**src/rtl/pulse_counter.sv**
```systemverilog
// Enabled-cycle up-counter with synchronous clear, wrap/saturate at full scale and terminal-count flag.
// Optional sticky overflow output `ovf` when PULSE_COUNTER_OVF_EN is defined.
module pulse_counter #(
  parameter int WIDTH    = 4,
  parameter bit SATURATE = 1'b0
) (
  input  logic             clk,
  input  logic             rst_n,
  input  logic             clr,
  input  logic             enb,
  output logic [WIDTH-1:0] q,
  output logic             tc
`ifdef PULSE_COUNTER_OVF_EN
  ,
  output logic             ovf
`endif
);

  localparam logic [WIDTH-1:0] MAX = '1;

  logic [WIDTH-1:0] r_count;
  logic [WIDTH-1:0] w_next;
  logic             w_atMax;

  assign w_atMax = (r_count == MAX);

  // Clear outranks enable; at full scale the mode picks hold or roll to zero.
  always_comb begin
    w_next = r_count;
    if (clr) begin
      w_next = '0;
    end else if (enb) begin
      if (w_atMax && SATURATE) begin
        w_next = MAX;
      end else begin
        w_next = r_count + WIDTH'(1);
      end
    end
  end

  always_ff @(posedge clk or negedge rst_n) begin
    if (!rst_n) begin
      r_count <= '0;
    end else begin
      r_count <= w_next;
    end
  end

  assign q  = r_count;
  assign tc = w_atMax;

`ifdef PULSE_COUNTER_OVF_EN
  logic r_ovf;

  // Sticky: set on any enabled edge at full scale, in either mode; clear wins on a tie.
  always_ff @(posedge clk or negedge rst_n) begin
    if (!rst_n) begin
      r_ovf <= 1'b0;
    end else if (clr) begin
      r_ovf <= 1'b0;
    end else if (enb && w_atMax) begin
      r_ovf <= 1'b1;
    end
  end

  assign ovf = r_ovf;
`endif

endmodule

```
**config.mk**
```make
export PLATFORM = sky130hd
export DESIGN_NAME = pulse_counter
export DESIGN_NICKNAME = d
export VERILOG_FILES = /design/src/rtl/pulse_counter.sv
export SDC_FILE = /design/constraint.sdc
export NUM_CORES = 1
export LEC_CHECK = 0
export ABC_CLOCK_PERIOD_IN_PS = 1810
export CAP_MARGIN = 5
export CORE_AREA = 5 5 42 44
export CTS_CLUSTER_DIAMETER = 50
export DETAILED_ROUTE_END_ITERATION = 6
export DIE_AREA = 0 0 47 49
export GPL_TIMING_DRIVEN = 0
export SLEW_MARGIN = 20
export SYNTH_ARGS = -nofsm -noshare
export SYNTH_HDL_FRONTEND = slang
export SYNTH_SLANG_ARGS = --single-unit
```
**constraint.sdc**
```tcl
create_clock -name clk -period 1.81 [get_ports clk]
set_clock_uncertainty 0.05 [all_clocks]
set_input_delay 0.2715 -clock clk [delete_from_list [all_inputs] [get_ports clk]]
set_output_delay 0.2715 -clock clk [all_outputs]
set_load 0.02 [all_outputs]
```
==> flow_summary.yaml <==
place:
  portBuffers: 8
  dp_slack_ns: 0.1477
  dp_hpwl_um: 341.1
  place_area_um2: 299.0
  routabilityCongestion: 0.6060
drt:
  dr.pass1.iters: 1
  drtIter0Drc: 0
  drc: 0
  drt-total-wl_um: 418
  vias_per_cell: 3.773
  postRouteAntennaNets: 0
  wl_per_cell_um: 9.500
  vias: 166
synthesis:
  ys_seq_area_frac: 0.5031
  synthCells: 17
  yosys_warnings: 0
  ys_ff_latch: 4
  syn_area_um2: 198.9
  synth_nets: 22
  syn_area_per_cell_um2: 11.70
  yosysUniqueCellTypes: 12
clock_tree:
  cts_num_sinks: 4
  clkLatencyLatePin_ns: 0.23
  cts_max_path_buffers: 2
  tritoncts: "done"
  ctsHoldBuffers: 0
  path_clk_slew_ns: 0.04
  cts_root_buf: "clkbuf_4"
  post_cts_buffers: 0
  cts-resized-gates: 1
  cts_made_buffers: 3
  htreeDepth: 1
finish:
  regArea_um2: 100.1
  final_area_um2: 320.3
  layout.nets: 35
  diodes: 0
  multi_input_area_um2: 98.84
  fin_util: 0.2286
  largest_register_ffs: 4
  area_growth_pct: 61.01
  drive_above_1_share: 0.1786
  fillers: 167
critical_path:
  crit_type: "flop to output pin"
  r2r_slack_ns: 0.73
  cp-start-kind: "flop"
  required_ns: 1.49
  path_buf_inv: 1
  r2r-start: "q[0]"
  critPathMaxFanout: 4
  r2r_cells: 3
  arrival_ns: 1.32
  crit_chain: "ha_1 -> and3_1 -> dlygate4sd2_1"
  cpMaxStageDelayCell: "dfrtp_1"
  worst_setup_path_end_kind: "output pin"
  rr_endpoint: "q[2]"
  cpPeakStageDelay_ns: 0.40
  crit_family: "flip-flops"
die:
  die_w_um: 47
  die_y_um: 49
  num_rows: 14
  start_util: 0.1420
  ios: 9
  coreArea_um2: 1401
  die_area_um2: 2303
timing:
  slew_headroom: 0.8552
  finalHoldViolations: 0
  setup_ws_ns: 0.1651
  worst_slew_pin_slew_ns: 0.2164
  final-setup-viol-count: 0
  fmax_ghz: 0.6080
  finalCritPeriodShare: 0.9088
  finalSetupTns_ns: 0
  rsz0062_at_grt: "false"
  drv_slew: 0
  hold-worst-slack_ns: 0.1907
  layout_min_cycle_time_ns: 1.645
power_and_ir_drop:
  p_per_area_nw_per_um2: 762.2
  p_leak_nw: 0.1490
  max-vdd-ir-drop_mv: 0.2489
hold_path:
  hold_class: "primary input to asynchronous set/reset pin"
outcome:
  outcome: "complete, no violations"
grt:
  grt_pass1_vias: 164
  grt.total_usage: 0.04452
  antenna_found_initial: 0
  grt_max_degree: 6
  grt_overflow: 0
  grt_pass1_wl_um: 634
job:
  drv_cap: 0
-- worst max path at each step --
stage               to  startpoint  cells past startpoint
finish              tc        q[0]                      3
global placement    tc        q[0]                      3
floorplan           tc        q[0]                      2
detailed placement  tc        q[0]                      3
global route        tc        q[0]                      3
CTS                 tc        q[0]                      3
-- layer usage --
layer,track usage,vias to the layer above,share of wire
li1,-,83,-
met5,0,-,0
met2,0.05204,6,0.44
met4,0.05530,0,0
met3,0.04059,0,0.15
met1,0.03778,77,0.40
-- Yosys cell counts, drive strengths merged --
cell | count | area [µm²]
nor2 | 3 | 11.26
a21oi | 1 | 5.000
ha | 1 | 12.51
a21bo | 1 | 10.01
nand3b | 1 | 7.510
and3 | 1 | 6.260
nand4 | 1 | 6.260
dfrtp | 4 | 100.1
mux2i | 1 | 10.01
nor2b | 1 | 6.260
xnor2 | 1 | 8.760
mux2 | 1 | 15.01
-- power breakdown --
group          leakage (nW)  internal (mW)  switching, mW
sequential           0.0544         0.0946        0.00488
combinational        0.0809         0.0205         0.0175
clock                0.0138         0.0739         0.0328
total                 0.149          0.189         0.0551
-- cells by family (layout without fill, tap and decap cells) --
group | after synthesis | in the layout | share of synthesized area
AND/OR/NAND/NOR | 7 | 7 | 0.1887
flip-flops | 4 | 4 | 0.5032
AO/OA/AOI/OAI | 2 | 2 | 0.07545
multiplexers | 2 | 2 | 0.1258
adder cells (fa/ha/maj) | 1 | 1 | 0.06288
XOR/XNOR | 1 | 1 | 0.04403
buffers and inverters | 0 | 11 | 0
-- through the flow --
stage	power, mW	instances
after global routing	0.2623	44
after global placement	0.1386	41
after CTS	0.2519	44
final	0.2441	44
after floorplan	0.1166	17
after detailed placement	0.1394	41
-- cell type report --
class,count,area share
clock buffers,3,0.07031
multi-input cells,13,0.3086
flip-flops and latches,4,0.3125
well taps,16,0.06250
repair buffers,8,0.2461
-- placed cells by master (no fill, tap or decap) --
cell	synthesis	final
dfrtp_1	4	4
mux2_4	1	1
ha_1	1	1
dlygate4sd2_1	0	1
and3_1	1	1
mux2i_1	1	1
nor2_1	3	3
clkbuf_4	0	3
nor2b_1	1	1
a21bo_2	1	1
a21oi_1	1	1
xnor2_1	1	1
clkdlybuf4s50_1	0	7
nand4_1	1	1
nand3b_1	1	1
No activity file was read; power rests on OpenSTA's default activity.
